**config.mk**
```make
export PLATFORM = sky130hd
export DESIGN_NAME = div_arbiter
export DESIGN_NICKNAME = d
export VERILOG_FILES = /design/src/rtl/cpu_pkg.sv /design/src/rtl/div_arbiter_rr_arbiter.sv /design/src/rtl/div_arbiter.sv
export SDC_FILE = /design/constraint.sdc
export NUM_CORES = 1
export LEC_CHECK = 0
export ABC_AREA = 1
export CAP_MARGIN = 20
export CORE_MARGIN = 2
export CORE_UTILIZATION = 43
export DETAILED_ROUTE_END_ITERATION = 10
export PLACE_DENSITY = 0.9
export SKIP_LAST_GASP = 1
export SLEW_MARGIN = 20
export SYNTH_ARGS = -nofsm -noshare
export SYNTH_HDL_FRONTEND = slang
export SYNTH_SLANG_ARGS = --single-unit
export TNS_END_PERCENT = 30
```
**constraint.sdc**
```tcl
create_clock -name clk_i -period 1.72 [get_ports clk_i]
set_input_delay 0.172 -clock clk_i [delete_from_list [all_inputs] [get_ports clk_i]]
set_output_delay 0.172 -clock clk_i [all_outputs]
set_load 0.02 [all_outputs]
```
**src/rtl/cpu_pkg.sv**
```systemverilog
// Shared CPU-side types and constants used by the divider arbiter.
package cpu_pkg;

    // Sequencing states of the shared-divider arbiter.
    typedef enum logic [1:0] {
        DA_IDLE,
        DA_ISSUE,
        DA_WAIT,
        DA_RESP
    } div_arb_state_t;

    // Quotient returned for a zero divisor. Kept wide and all-ones so that
    // truncating it to any quotient width up to 32 bits leaves all ones.
    localparam logic [31:0] DIV_ZERO_QUOT = '1;

endpackage

```
**src/rtl/div_arbiter_rr_arbiter.sv**
```systemverilog
// Combinational round-robin arbiter. The search starts at requester `ptr`,
// moves upward and wraps. The result is a one-hot grant, or zero when no
// requester is asking.
module rr_arbiter #(
    parameter  int NUM_REQ = 2,
    localparam int PTR_W   = (NUM_REQ > 1) ? $clog2(NUM_REQ) : 1
) (
    input  logic [NUM_REQ-1:0] req,
    input  logic [PTR_W-1:0]   ptr,
    output logic [NUM_REQ-1:0] grant
);

    logic found;

    // Scan offsets 0..NUM_REQ-1 from the pointer; the first active request wins.
    always_comb begin
        // NOTE: every variable is given a default first, so that no path through the block infers a latch.
        grant = '0;
        found = 1'b0;
        for (int s = 0; s < NUM_REQ; s++) begin
            for (int j = 0; j < NUM_REQ; j++) begin
                if (!found && req[j] &&
                    ((int'(ptr) + s == j) || (int'(ptr) + s == j + NUM_REQ))) begin
                    grant[j] = 1'b1;
                    found    = 1'b1;
                end
            end
        end
    end

endmodule

```
**src/rtl/div_arbiter.sv**
```systemverilog
// Shares one iterative divider between NUM_REQ requesters. The block
// arbitrates round-robin and latches the winning operands. It then drives the
// divider's start/finish handshake and returns the quotient over a per-requester
// valid/ready response. A zero divisor is answered directly without using the
// divider. A watchdog aborts the operation if the divider never finishes.
module div_arbiter
    import cpu_pkg::*;
#(
    parameter int NUM_REQ     = 2,
    parameter int DATA_W      = 8,
    parameter int QUOT_W      = 9,
    parameter int TIMEOUT_CYC = 32
) (
    input  logic                      clk_i,
    input  logic                      reset_ni,
    input  logic [NUM_REQ-1:0]        req_valid_i,
    output logic [NUM_REQ-1:0]        req_ready_o,
    input  logic [NUM_REQ*DATA_W-1:0] req_dividend_i,
    input  logic [NUM_REQ*DATA_W-1:0] req_divisor_i,
    output logic [NUM_REQ-1:0]        rsp_valid_o,
    input  logic [NUM_REQ-1:0]        rsp_ready_i,
    output logic [QUOT_W-1:0]         rsp_quotient_o,
    output logic                      rsp_err_o,
    output logic                      div_start_o,
    output logic [DATA_W-1:0]         div_dividend_o,
    output logic [DATA_W-1:0]         div_divisor_o,
    input  logic                      div_busy_i,
    input  logic                      div_finish_i,
    input  logic [QUOT_W-1:0]         div_quotient_i
);

    localparam int PTR_W = (NUM_REQ > 1) ? $clog2(NUM_REQ) : 1;
    localparam int CNT_W = (TIMEOUT_CYC > 1) ? $clog2(TIMEOUT_CYC) : 1;

    div_arb_state_t      state_q, state_d;
    logic [PTR_W-1:0]    rr_ptr_q, owner_q, grant_idx, next_ptr;
    logic [NUM_REQ-1:0]  grant;
    logic [CNT_W-1:0]    wd_cnt_q;
    logic [DATA_W-1:0]   dividend_q, divisor_q, sel_dividend, sel_divisor;
    logic [QUOT_W-1:0]   quot_q;
    logic                err_q;
    logic                accept, div_by_zero, timeout, owner_ready;

    // Busy is only of interest to an external "not busy while idle" check.
    logic unused_busy;
    assign unused_busy = div_busy_i;

    rr_arbiter #(.NUM_REQ(NUM_REQ)) u_rr (
        .req   (req_valid_i),
        .ptr   (rr_ptr_q),
        .grant (grant)
    );

    // Encode the one-hot grant and select the winner's operands.
    always_comb begin
        grant_idx    = '0;
        sel_dividend = '0;
        sel_divisor  = '0;
        for (int k = 0; k < NUM_REQ; k++) begin
            if (grant[k]) begin
                grant_idx    = PTR_W'(k);
                sel_dividend = req_dividend_i[k*DATA_W +: DATA_W];
                sel_divisor  = req_divisor_i[k*DATA_W +: DATA_W];
            end
        end
    end

    assign next_ptr    = (grant_idx == PTR_W'(NUM_REQ - 1)) ? '0 : grant_idx + 1'b1;
    assign accept      = (state_q == DA_IDLE) && (|grant);
    assign div_by_zero = (sel_divisor == '0);
    assign timeout     = (wd_cnt_q == CNT_W'(TIMEOUT_CYC - 1));
    // Only the owner's ready can close the response; rsp_valid_o is one-hot on it.
    assign owner_ready = |(rsp_ready_i & rsp_valid_o);

    // State register.
    always_ff @(posedge clk_i or negedge reset_ni) begin
        // NOTE: sequential state is updated with <= so that every flop samples values from before the edge.
        if (!reset_ni) state_q <= DA_IDLE;
        else           state_q <= state_d;
    end

    // Next-state logic; finish takes priority over a coincident watchdog timeout.
    always_comb begin
        state_d = state_q;
        unique case (state_q)
            DA_IDLE:  if (accept) state_d = div_by_zero ? DA_RESP : DA_ISSUE;
            DA_ISSUE: state_d = DA_WAIT;
            DA_WAIT:  if (div_finish_i || timeout) state_d = DA_RESP;
            DA_RESP:  if (owner_ready) state_d = DA_IDLE;
            default:  state_d = DA_IDLE;
        endcase
    end

    // Operand and result registers, round-robin pointer, owner and watchdog.
    always_ff @(posedge clk_i or negedge reset_ni) begin
        if (!reset_ni) begin
            rr_ptr_q   <= '0;
            owner_q    <= '0;
            dividend_q <= '0;
            divisor_q  <= '0;
            quot_q     <= '0;
            err_q      <= 1'b0;
            wd_cnt_q   <= '0;
        end else begin
            unique case (state_q)
                DA_IDLE: begin
                    if (accept) begin
                        owner_q    <= grant_idx;
                        rr_ptr_q   <= next_ptr;
                        dividend_q <= sel_dividend;
                        divisor_q  <= sel_divisor;
                        if (div_by_zero) begin
                            quot_q <= QUOT_W'(DIV_ZERO_QUOT);
                            err_q  <= 1'b0;
                        end
                    end
                end
                DA_ISSUE: wd_cnt_q <= '0;
                DA_WAIT: begin
                    wd_cnt_q <= wd_cnt_q + 1'b1;
                    if (div_finish_i) begin
                        quot_q <= div_quotient_i;
                        err_q  <= 1'b0;
                    end else if (timeout) begin
                        quot_q <= '0;
                        err_q  <= 1'b1;
                    end
                end
                default: ;
            endcase
        end
    end

    // Response valid goes only to the owning requester while in RESP.
    always_comb begin
        rsp_valid_o = '0;
        for (int k = 0; k < NUM_REQ; k++) begin
            rsp_valid_o[k] = (state_q == DA_RESP) && (owner_q == PTR_W'(k));
        end
    end

    assign req_ready_o    = (state_q == DA_IDLE) ? grant : '0;
    assign div_start_o    = (state_q == DA_ISSUE) || (state_q == DA_WAIT);
    assign div_dividend_o = dividend_q;
    assign div_divisor_o  = divisor_q;
    assign rsp_quotient_o = quot_q;
    assign rsp_err_o      = err_q;

endmodule

```
==> impl_metrics.py <==
metrics = {
    "route": {
        "ant_nets": 0,
        "wl_per_cell_microns": 13.6,
        "drt_iter0_drc": 92,
        "remaining_drc_errors": 0,
        "vias": 2069,
        "wirelength_microns": 5560,
        "firstDrtPassIters": 4,
        "viasPerCell": 5.07,
    },
    "power": {
        "power_leakage_nw": 1.52,
        "max-vdd-ir-drop_uv": 822,
        "p_int_mw": 3.21,
        "pwr-share-comb_pct": 60.0,
        "p_per_area_nw_per_um2": 1720,
        "p_switching_mw": 2.36,
        "swShare_pct": 42.3,
        "p_seq_share_pct": 26.1,
        "total_power_mw": 5.57,
        "power_frac_clock_pct": 13.9,
    },
    "sta": {
        "rsz0062_at_grt": "yes",
        "period_needed_ns": 1.80,
        "timing.final.crit_share_pct": 105,
        "hold_ws_ns": 0.418,
        "skew_ns": 0.00697,
        "slew_headroom_pct": 69.8,
        "slew_viol_final": 0,
        "max_freq_ghz": 0.556,
        "layout_setup_ws_ns": -0.0788,
        "hold_viol_final": 0,
        "setup_viol": 2,
        "worst_pin_slew_ns": 0.453,
    },
    "critical_path": {
        "path_class": "flop to output pin",
        "r2r_setup_slack_ns": 0,
        "r2r-end": "rsp_quotient_o[2]",
        "r2r-start": "rr_ptr_q",
        "path_max_fanout": 3,
        "cp.arrival_ns": 1.63,
        "ff2ff_path_depth": 10,
        "cp_slowest_cell": "dfrtp_2",
        "cp-end-kind": "output pin",
        "startpoint_type": "flop",
        "worstPathRequired_ns": 1.55,
        "cp-startpoint": "rr_ptr_q",
        "cp_cell_sequence": "buf_4 -> a21oi_4 -> inv_1 -> nor2_1 -> clkdlybuf4s15_1",
        "critPathMaxStageDelay_ns": 0.44,
    },
    "placed_design": {
        "dp.cells": 387,
        "port_buffers": 78,
        "gp_congestion": 0.781,
        "dpl_cell_area_sq_um": 2960,
        "hpwl_microns": 3860,
    },
    "logic_synthesis": {
        "yosysWarnings": 0,
        "yosysTopAreaCell": "dfrtp_1",
        "synth_top_area_share_pct": 44.2,
        "synth_fp_nets": 297,
        "synth.area.top_cells": "dfrtp_1 44%, nand2_1 14%, nor2_1 5.7%",
        "yosysMostFrequentCell": "nand2_1",
        "synth_edf_count": 0,
        "synth_area_sq_um": 1980,
        "synthFlopType": "dfrtp_1",
        "postSynth.asyncResetShare_pct": 100,
        "ys_seq_area_share_pct": 44.2,
        "ys_ff_latch": 35,
        "syn_avg_cell_area_sq_um": 8.16,
        "syn_inst": 243,
        "yosys-top-cells-count": "74 x nand2_1, 35 x dfrtp_1, 30 x nor2_1, 14 x a31oi_1, 14 x nand3_1",
        "yosysUniqueCellTypes": 28,
    },
    "clock_tree": {
        "tritoncts": "built",
        "ctsLongestPathBuffers": 2,
        "cts_buffers": 5,
        "clock_latency_ns": 0.29,
        "cts_root_buffer": "clkbuf_8",
        "path_clk_slew_ns": 0.07,
        "h-tree-depth": 2,
        "cts_sinks": 35,
    },
    "floorplan": {
        "core-area_sq_um": 4380,
        "start_util_pct": 45.2,
        "design.portCount": 80,
        "rows": 24,
        "die_y_microns": 71.9,
        "die_w_microns": 71.9,
        "die-area_sq_um": 5170,
    },
    "grt": {
        "antenna_found_initial": 0,
        "grt_pass1_wl_microns": 8600,
        "grt_pass1_vias": 2015,
        "grt_usage_pct": 21.2,
        "grt_max_degree": 36,
        "grt_overflow": 0,
    },
    "flow_run": {
        "drv_cap": 0,
    },
    "cells_and_area": {
        "areaGrowthSynthToFinish_pct": 63.2,
        "drive_above_1_share_pct": 26.1,
        "fin_util_pct": 73.8,
        "fin_area_sq_um": 3240,
        "nets": 409,
        "antennaDiodeCount": 0,
        "final_cells": 408,
    },
    "worst_hold_path": {
        "holdPathStages": 5,
        "worstHoldEndpoint": "rr_ptr_q",
        "holdCritPathClass": "input port to flop",
        "min_from": "req_valid_i[0]",
    },
    "run_status": {
        "violations": "negative setup slack",
        "status": "finished, violations left",
    },
}
## worst max-delay path by stage
stage	cells past startpoint	end
finish	5	req_ready_o[0]
global route	5	req_ready_o[0]
CTS	4	rsp_valid_o[0]
detailed placement	8	div_divisor_o[4]
global placement	6	req_ready_o[0]
floorplan	7	wd_cnt_q[3]
## power by group through the flow
| stage | combinational (mW) | clock [mW] | sequential (mW) |
|---|---|---|---|
| floorplan | 1.45 | 0 | 1.83 |
| global placement | 3.01 | 0 | 1.46 |
| detailed placement | 3.10 | 0 | 1.47 |
| CTS | 3.10 | 0.790 | 1.46 |
| global route | 3.65 | 0.812 | 1.49 |
| finish | 3.34 | 0.775 | 1.45 |
## layout by cell type (no fill, tap or decap)
master and n:
nand2_1 73, clkdlybuf4s50_1 72, dfrtp_1 34, buf_4 32
nor2_1 26, nand3_2 15, a31oi_1 14, inv_1 10
nand3_1 10, inv_2 6, nand2_4 6, clkbuf_8 6
nor2_2 5, o21ai_0 5, a21oi_1 5, nand2_2 4
nor3_1 3, ha_2 3, buf_6 3, inv_4 2
ha_1 2, dlymetal6s2s_1 2, buf_12 2, a21oi_4 1
o31ai_1 1, o21a_1 1, o21ai_1 1, o21ai_2 1
o22ai_1 1, o21ai_4 1, o21bai_4 1, clkinv_2 1
bufinv_16 1, dlygate4sd3_1 1, buf_2 1, dlygate4sd2_1 1
clkdlybuf4s15_1 1, clkbuf_2 1, dfrtp_2 1
## what timing repair did
| item | in CTS | in global routing |
|---|---|---|
| endpoints found under the setup margin | 7 | 30 |
| setup buffers | 0 | 11 |
| pin swaps | 0 | 5 |
| hold endpoints to repair | 35 | 0 |
| resized for setup | 4 | 28 |
| hold buffers | 1 | 0 |
| gates cloned | 0 | 1 |
## cell families after synthesis
family	share of synthesized area (%)
AND/OR/NAND/NOR	33.6
adder cells (fa/ha/maj)	3.15
AO/OA/AOI/OAI	11.1
flip-flops	44.2
buffers and inverters	7.95
## cell type report
cell class / count / area, sq um
Tap cell: 52 / 65.1
Inverter: 18 / 72.6
Timing Repair Buffer: 116 / 1100
Sequential cell: 35 / 877
Clock buffer: 6 / 82.6
Clock inverter: 2 / 35.0
Multi-Input combinational cell: 179 / 1000
Fill cell: 318 / 1150
## stage by stage
| stage | setup WS [ns] | TNS [ns] |
|---|---|---|
| after detailed placement | -0.270 | -5.91 |
| after floorplan | 0.124 | 0 |
| final | -0.0788 | -0.0894 |
| after global placement | -0.175 | -4.31 |
| after CTS | -0.0631 | -0.134 |
| after global routing | -0.0842 | -0.725 |
## sequential cells by signal (all words and copies together), names as in the netlist
signal	flops
owner_q	1
div_divisor_o	8
state_q	2
rsp_err_o	1
rsp_quotient_o	9
div_dividend_o	8
rr_ptr_q	1
wd_cnt_q	5
## routing by layer
metal / wire length (microns) / global-route usage [%] / vias to the layer above
li1: - / - / 1016
met1: 2120 / 23.2 / 967
met2: 2850 / 38.0 / 68
met3: 401 / 6.81 / 18
met4: 184 / 8.60 / 0
met5: 0 / 0 / -
## worst max-delay path, delay by kind of cell (launching register included)
kind / cells / cell delay, ns
buffers and inverters: 3 / 0.57
flip-flops: 1 / 0.44
AND/OR/NAND/NOR: 1 / 0.19
AO/OA/AOI/OAI: 1 / 0.13
No activity file was read; power rests on OpenSTA's default activity.
